**config.mk**
```make
export PLATFORM = sky130hd
export DESIGN_NAME = complex_divider_seq
export DESIGN_NICKNAME = d
export VERILOG_FILES = /design/src/rtl/complex_divider_seq.sv
export SDC_FILE = /design/constraint.sdc
export NUM_CORES = 2
export LEC_CHECK = 0
export CAP_MARGIN = 40
export CELL_PAD_IN_SITES_DETAIL_PLACEMENT = 0
export CELL_PAD_IN_SITES_GLOBAL_PLACEMENT = 1
export CORE_ASPECT_RATIO = 0.6
export CORE_UTILIZATION = 45
export DETAILED_ROUTE_END_ITERATION = 12
export GPL_TIMING_DRIVEN = 1
export PLACE_DENSITY_LB_ADDON = 0.1
export SLEW_MARGIN = 20
export SYNTH_ARGS = -nofsm -noshare
export SYNTH_HDL_FRONTEND = slang
export SYNTH_SLANG_ARGS = --single-unit
export TNS_END_PERCENT = 5
```
**constraint.sdc**
```tcl
create_clock -name clk -period 17.4 [get_ports clk]
set_input_delay 1.74 -clock clk [delete_from_list [all_inputs] [get_ports clk]]
set_output_delay 1.74 -clock clk [all_outputs]
set_load 0.1 [all_outputs]
```
**src/rtl/complex_divider_seq.sv**
```systemverilog
// rtl/complex_divider_seq.sv - sequential complex divider q = a*conj(b)/|b|^2
`timescale 1ns/1ps
module complex_divider_seq #(
    parameter int W    = 16,
    parameter int FRAC = 14
) (
    input  logic         clk,
    input  logic         rst_n,
    input  logic         in_valid,
    output logic         in_ready,
    input  logic [W-1:0] ar,
    input  logic [W-1:0] ai,
    input  logic [W-1:0] br,
    input  logic [W-1:0] bi,
    output logic         out_valid,
    input  logic         out_ready,
    output logic [W-1:0] qr,
    output logic [W-1:0] qi,
    output logic         sat,
    output logic         dz
);
    localparam int AW = 2*W + 1;
    localparam int NB = AW + FRAC;
    localparam int CW = $clog2(NB);

    typedef enum logic [2:0] {IDLE, MUL, DIV, FIN, HOLD} state_t;
    state_t state, state_nxt;

    logic [W-1:0]          ar_q, ai_q, br_q, bi_q;
    logic [CW-1:0]         cnt;
    logic signed [AW-1:0]  nr, ni;
    logic [AW-1:0]         den, den_fin, mag_r, mag_i;
    logic [NB-1:0]         dq_r, dq_i;
    logic [AW-1:0]         rem_r, rem_i;
    logic                  neg_r, neg_i, dz_pend;
    logic [W-1:0]          mul_x, mul_y;
    logic signed [2*W-1:0] prod;
    logic signed [AW-1:0]  prod_x;
    logic [AW:0]           trial_r, trial_i;
    logic                  ge_r, ge_i;
    logic [W:0]            fin_r, fin_i;

    // Returns {clipped, value}: reapplies the sign and clamps to the W-bit range.
    function automatic logic [W:0] fin_half(input logic neg, input logic [NB-1:0] mag);
        logic [NB-1:0] lim;
        lim = neg ? NB'(2**(W-1)) : NB'(2**(W-1) - 1);
        if (mag > lim)
            fin_half = {1'b1, neg, {(W-1){~neg}}};
        else
            fin_half = {1'b0, (neg ? W'(-mag[W-1:0]) : mag[W-1:0])};
    endfunction

    always_comb begin
        mul_x = ar_q;
        mul_y = br_q;
        case (cnt[2:0])
            3'd1:    begin mul_x = ai_q; mul_y = bi_q; end
            3'd2:    begin mul_x = ai_q; mul_y = br_q; end
            3'd3:    begin mul_x = ar_q; mul_y = bi_q; end
            3'd4:    begin mul_x = br_q; mul_y = br_q; end
            3'd5:    begin mul_x = bi_q; mul_y = bi_q; end
            default: begin mul_x = ar_q; mul_y = br_q; end
        endcase
        prod    = $signed({{W{mul_x[W-1]}}, mul_x}) * $signed({{W{mul_y[W-1]}}, mul_y});
        prod_x  = {prod[2*W-1], prod};
        den_fin = den + prod_x;
        mag_r   = nr[AW-1] ? -nr : nr;
        mag_i   = ni[AW-1] ? -ni : ni;
        trial_r = {rem_r, dq_r[NB-1]};
        trial_i = {rem_i, dq_i[NB-1]};
        ge_r    = trial_r >= {1'b0, den};
        ge_i    = trial_i >= {1'b0, den};
        fin_r   = fin_half(neg_r, dq_r);
        fin_i   = fin_half(neg_i, dq_i);
    end

    always_ff @(posedge clk) begin
        if (!rst_n) state <= IDLE;
        else        state <= state_nxt;
    end

    always_comb begin
        state_nxt = state;
        case (state)
            IDLE: if (in_valid) state_nxt = MUL;
            MUL:  if (cnt == CW'(5)) state_nxt = (den_fin == '0) ? FIN : DIV;
            DIV:  if (cnt == CW'(NB-1)) state_nxt = FIN;
            FIN:  state_nxt = HOLD;
            HOLD: if (out_ready) state_nxt = IDLE;
            default: state_nxt = IDLE;
        endcase
    end

    assign in_ready  = (state == IDLE);
    assign out_valid = (state == HOLD);

    always_ff @(posedge clk) begin
        if (!rst_n) begin
            ar_q <= '0; ai_q <= '0; br_q <= '0; bi_q <= '0;
            cnt <= '0; nr <= '0; ni <= '0; den <= '0;
            dq_r <= '0; dq_i <= '0; rem_r <= '0; rem_i <= '0;
            neg_r <= 1'b0; neg_i <= 1'b0; dz_pend <= 1'b0;
            qr <= '0; qi <= '0; sat <= 1'b0; dz <= 1'b0;
        end else begin
            case (state)
                IDLE: if (in_valid) begin
                    ar_q <= ar; ai_q <= ai; br_q <= br; bi_q <= bi;
                    cnt  <= '0;
                end
                MUL: begin
                    cnt <= cnt + CW'(1);
                    case (cnt[2:0])
                        3'd0: nr  <= prod_x;
                        3'd1: nr  <= nr + prod_x;
                        3'd2: ni  <= prod_x;
                        3'd3: ni  <= ni - prod_x;
                        3'd4: den <= prod_x;
                        3'd5: begin
                            // Last product lands here; the dividers are seeded in the same edge.
                            den     <= den_fin;
                            dz_pend <= (den_fin == '0);
                            neg_r   <= nr[AW-1];
                            neg_i   <= ni[AW-1];
                            dq_r    <= {mag_r, {FRAC{1'b0}}};
                            dq_i    <= {mag_i, {FRAC{1'b0}}};
                            rem_r   <= '0;
                            rem_i   <= '0;
                            cnt     <= '0;
                        end
                        default: ;
                    endcase
                end
                DIV: begin
                    cnt   <= cnt + CW'(1);
                    dq_r  <= {dq_r[NB-2:0], ge_r};
                    dq_i  <= {dq_i[NB-2:0], ge_i};
                    rem_r <= ge_r ? AW'(trial_r - {1'b0, den}) : trial_r[AW-1:0];
                    rem_i <= ge_i ? AW'(trial_i - {1'b0, den}) : trial_i[AW-1:0];
                end
                FIN: begin
                    if (dz_pend) begin
                        qr <= '0; qi <= '0; sat <= 1'b0; dz <= 1'b1;
                    end else begin
                        qr  <= fin_r[W-1:0];
                        qi  <= fin_i[W-1:0];
                        sat <= fin_r[W] | fin_i[W];
                        dz  <= 1'b0;
                    end
                end
                default: ;
            endcase
        end
    end
endmodule

```
==> results.toml <==
[critical_path]
max_stage_delay_ns = 0.54
regToRegStartpoint = "cnt[1]$_SDFFE_PN0P_"
critPathLaunchType = "register"
path_max_fanout = 33
crit_arrival_ns = 12.35
crit_top_cell = "fa_1"
endpoint_kind = "register"
startpoint = "cnt[1]$_SDFFE_PN0P_"
cp.required_ns = 17.94
cp_slowest_cell = "nand2_1"
critPathKind = "register to register"

[sta]
post-route-min-period_ns = 11.81
hold_violations = 0
slew-limit-headroom = 0.331
timing.setup.tns_ns = 0
setup_viol = 0
tightest_slew_ns = 0.995
rsz0062_at_grt = "false"
slew_viol_final = 0
clock.fmax_ghz = 0.0847
clock-skew-final_ns = 0.0496
min_period_over_period = 0.679

[grt]
grt_max_degree = 104
grt.total_usage = 0.290
grt_remaining_overflow = 0
grt_pass1_wl_um = 179000
first_global_vias = 28800
antenna_found_initial = 2

[routing]
post_drt_wl_per_cell_um = 20.6
antenna_left = 0
drc = 0
viasPerCell = 5.73
drt-initial-drc-count = 2881
num_vias = 32200
totalWireLength_um = 116000
firstDrtPassIters = 7

[die]
ios = 104
die_w_um = 365
die_h_um = 220
die-area_um2 = 80400
initial_core_util = 0.457
core_area_um2 = 78000
core.rowCount = 79

[synthesis]
ys_seq_elements = 369
synth-compound-area-share = 0.211
syn_inst = 4503
yosysSeqAreaShare = 0.207
synthXorXnorAreaFrac = 0.0560
synth_top_family_by_area = "adder cells"
syn-mean-instance-area_um2 = 7.92
synth.distinct_cells = 83
synth-edff-count = 0
yosys-mux-area-fraction = 0.0321
async_flop_share = 0
synth.area.top_cells = "dfxtp_1, fa_1, ha_1, nand2_1, a21oi_1"
ys.flop_type = "dfxtp_1"
yosys.area_share.adder = 0.250
netlist_area_um2 = 35700
yosysWarnings = 0
yosys.area.top_type_share = 0.207
synth_nets = 5123
yosys.area_share.simple = 0.181
yosys.area.top_type = "dfxtp_1"

[clock_network]
cts_tree = "done"
clk_pin_slew_worst_paths_ns = 0.08
post_cts_buffers = 0
cts_hold_buf = 0
post_cts_resized = 0
clockBufferDepth = 3
cts_max_level = 2
clock_latency_ns = 0.63
cts_sinks = 369
cts_root_buf = "clkbuf_16"
numCtsBuffers = 42

[min_path]
hp-start = "qr[1]$_SDFFE_PN0P_"
hold_path_class = "register to register"

[cells_and_area]
synthToLayoutAreaGrowth_pct = 12.2
final_nets = 5156
drive_gt1_frac = 0.0545
diodes = 0

[place]
hpwl_um = 91600
gp_congestion = 0.941
io_buffers = 103

[flow_run]
timing.max_cap.violations = 0

[outcome]
status = "complete, no violations"
[cell usage after synthesis (all sizes together), types with 7 or more instances]
master and number:
a21oi 359, a22oi 71, nand3b 7, a31oi 29, o21bai 21, o211ai 32, clkbuf 200, o41ai 13
xnor2 168, ha 285, nand2b 29, nor3 83, a41oi 8, or3 31, nor2 353, nand3 83
xor2 60, nor4 42, o21a 38, nor2b 25, and4 7, fa 267, nand4 32, or2 10
or4 16, nand2 684, a221oi 12, inv 370, and2 24, a211oi 73, dfxtp 369, buf 17
mux2 20, o21ai 293, a21o 82, o31ai 37, a21boi 10, mux2i 92, and3 16, a22o 33
a311oi 18, o221ai 7
[path summary, 6_finish.rpt]
path | end | slack, ns | cells past startpoint
worst min-delay path | qr[1]$_SDFFE_PN0P_ | 0.45 | 2
worst max-delay path | state[0]$_SDFFE_PN0P_ | 5.59 | 38
worst min register to register | qr[1]$_SDFFE_PN0P_ | 0.45 | 2
worst max register to register | state[0]$_SDFFE_PN0P_ | 5.59 | 38
[cell type report]
type / count / area, um^2
clock buffers: 56 / 1210
clock inverters: 20 / 290
fillers: 7612 / 38000
inverters: 374 / 1410
multi-input cells: 3543 / 26100
flip-flops and latches: 369 / 7390
well taps: 1053 / 1320
repair buffers: 206 / 2250
[registers in the layout (all words and copies together), names as in the netlist, 3 cells and up]
register and cells:
dq_i 47, dq_r 47, den 33, ni 33, nr 33, rem_i 33
rem_r 33, ai_q 16, ar_q 16, bi_q 16, br_q 16, qi 16
qr 16, cnt 6, state 3
[cell usage in the layout (no fill, tap or decap), types with 17 or more instances in the layout]
| cell type | instances |
|---|---|
| a211oi_1 | 73 |
| a21o_1 | 81 |
| a21oi_1 | 358 |
| a22o_1 | 33 |
| a22oi_1 | 71 |
| a311oi_1 | 17 |
| a31oi_1 | 29 |
| and2_1 | 22 |
| buf_4 | 54 |
| buf_8 | 35 |
| clkbuf_16 | 43 |
| clkdlybuf4s50_1 | 102 |
| dfxtp_1 | 369 |
| fa_1 | 267 |
| ha_1 | 284 |
| inv_1 | 370 |
| mux2_2 | 20 |
| mux2i_1 | 91 |
| nand2_1 | 682 |
| nand2b_1 | 29 |
| nand3_1 | 82 |
| nand4_1 | 32 |
| nor2_1 | 349 |
| nor2b_1 | 24 |
| nor3_1 | 78 |
| nor4_1 | 41 |
| o211ai_1 | 32 |
| o21a_1 | 38 |
| o21ai_0 | 289 |
| o21bai_1 | 21 |
| o31ai_1 | 34 |
| or3_1 | 30 |
| xnor2_1 | 167 |
| xor2_1 | 60 |
[worst max-delay path, delay by kind of cell, from the launching register on]
family / cells / cell delay, ns
adder cells (fa/ha/maj): 9 / 4.02
AO/OA/AOI/OAI: 15 / 3.42
AND/OR/NAND/NOR: 8 / 2.36
buffers and inverters: 5 / 0.95
XOR/XNOR: 1 / 0.51
flip-flops: 1 / 0.44
[logic make-up (layout without fill, tap and decap cells)]
logic type | count (synthesis) | count (layout)
XOR/XNOR | 228 | 228
adder cells (fa/ha/maj) | 552 | 552
flip-flops | 369 | 369
multiplexers | 112 | 112
AND/OR/NAND/NOR | 1461 | 1461
buffers and inverters | 591 | 656
AO/OA/AOI/OAI | 1190 | 1190
[per-layer routing]
layer,vias to the layer above,GRT usage,routed length (um)
li1,15700,-,-
met1,15400,0.465,60200
met2,1048,0.366,42700
met3,95,0.0959,11800
met4,2,0.0397,1370
met5,-,0,13
[per-stage QoR]
| step | setup WS (ns) | utilization | instance area, um^2 | std cells | hold WS (ns) |
|---|---|---|---|---|---|
| after floorplan | 7.17 | - | 35700 | 4503 | 0.433 |
| after global placement | 5.71 | 0.483 | 37700 | 5496 | 0.431 |
| after global routing | 4.81 | 0.513 | 40000 | 5621 | 0.469 |
| final | 5.59 | 0.513 | 40000 | 5621 | 0.448 |
| after detailed placement | 5.80 | 0.493 | 38500 | 5541 | 0.439 |
| after CTS | 5.72 | 0.512 | 40000 | 5617 | 0.449 |
Power is left out: the tool's default activity adds up to more than one toggle a clock period on the data nets, which glitch-free logic cannot reach.
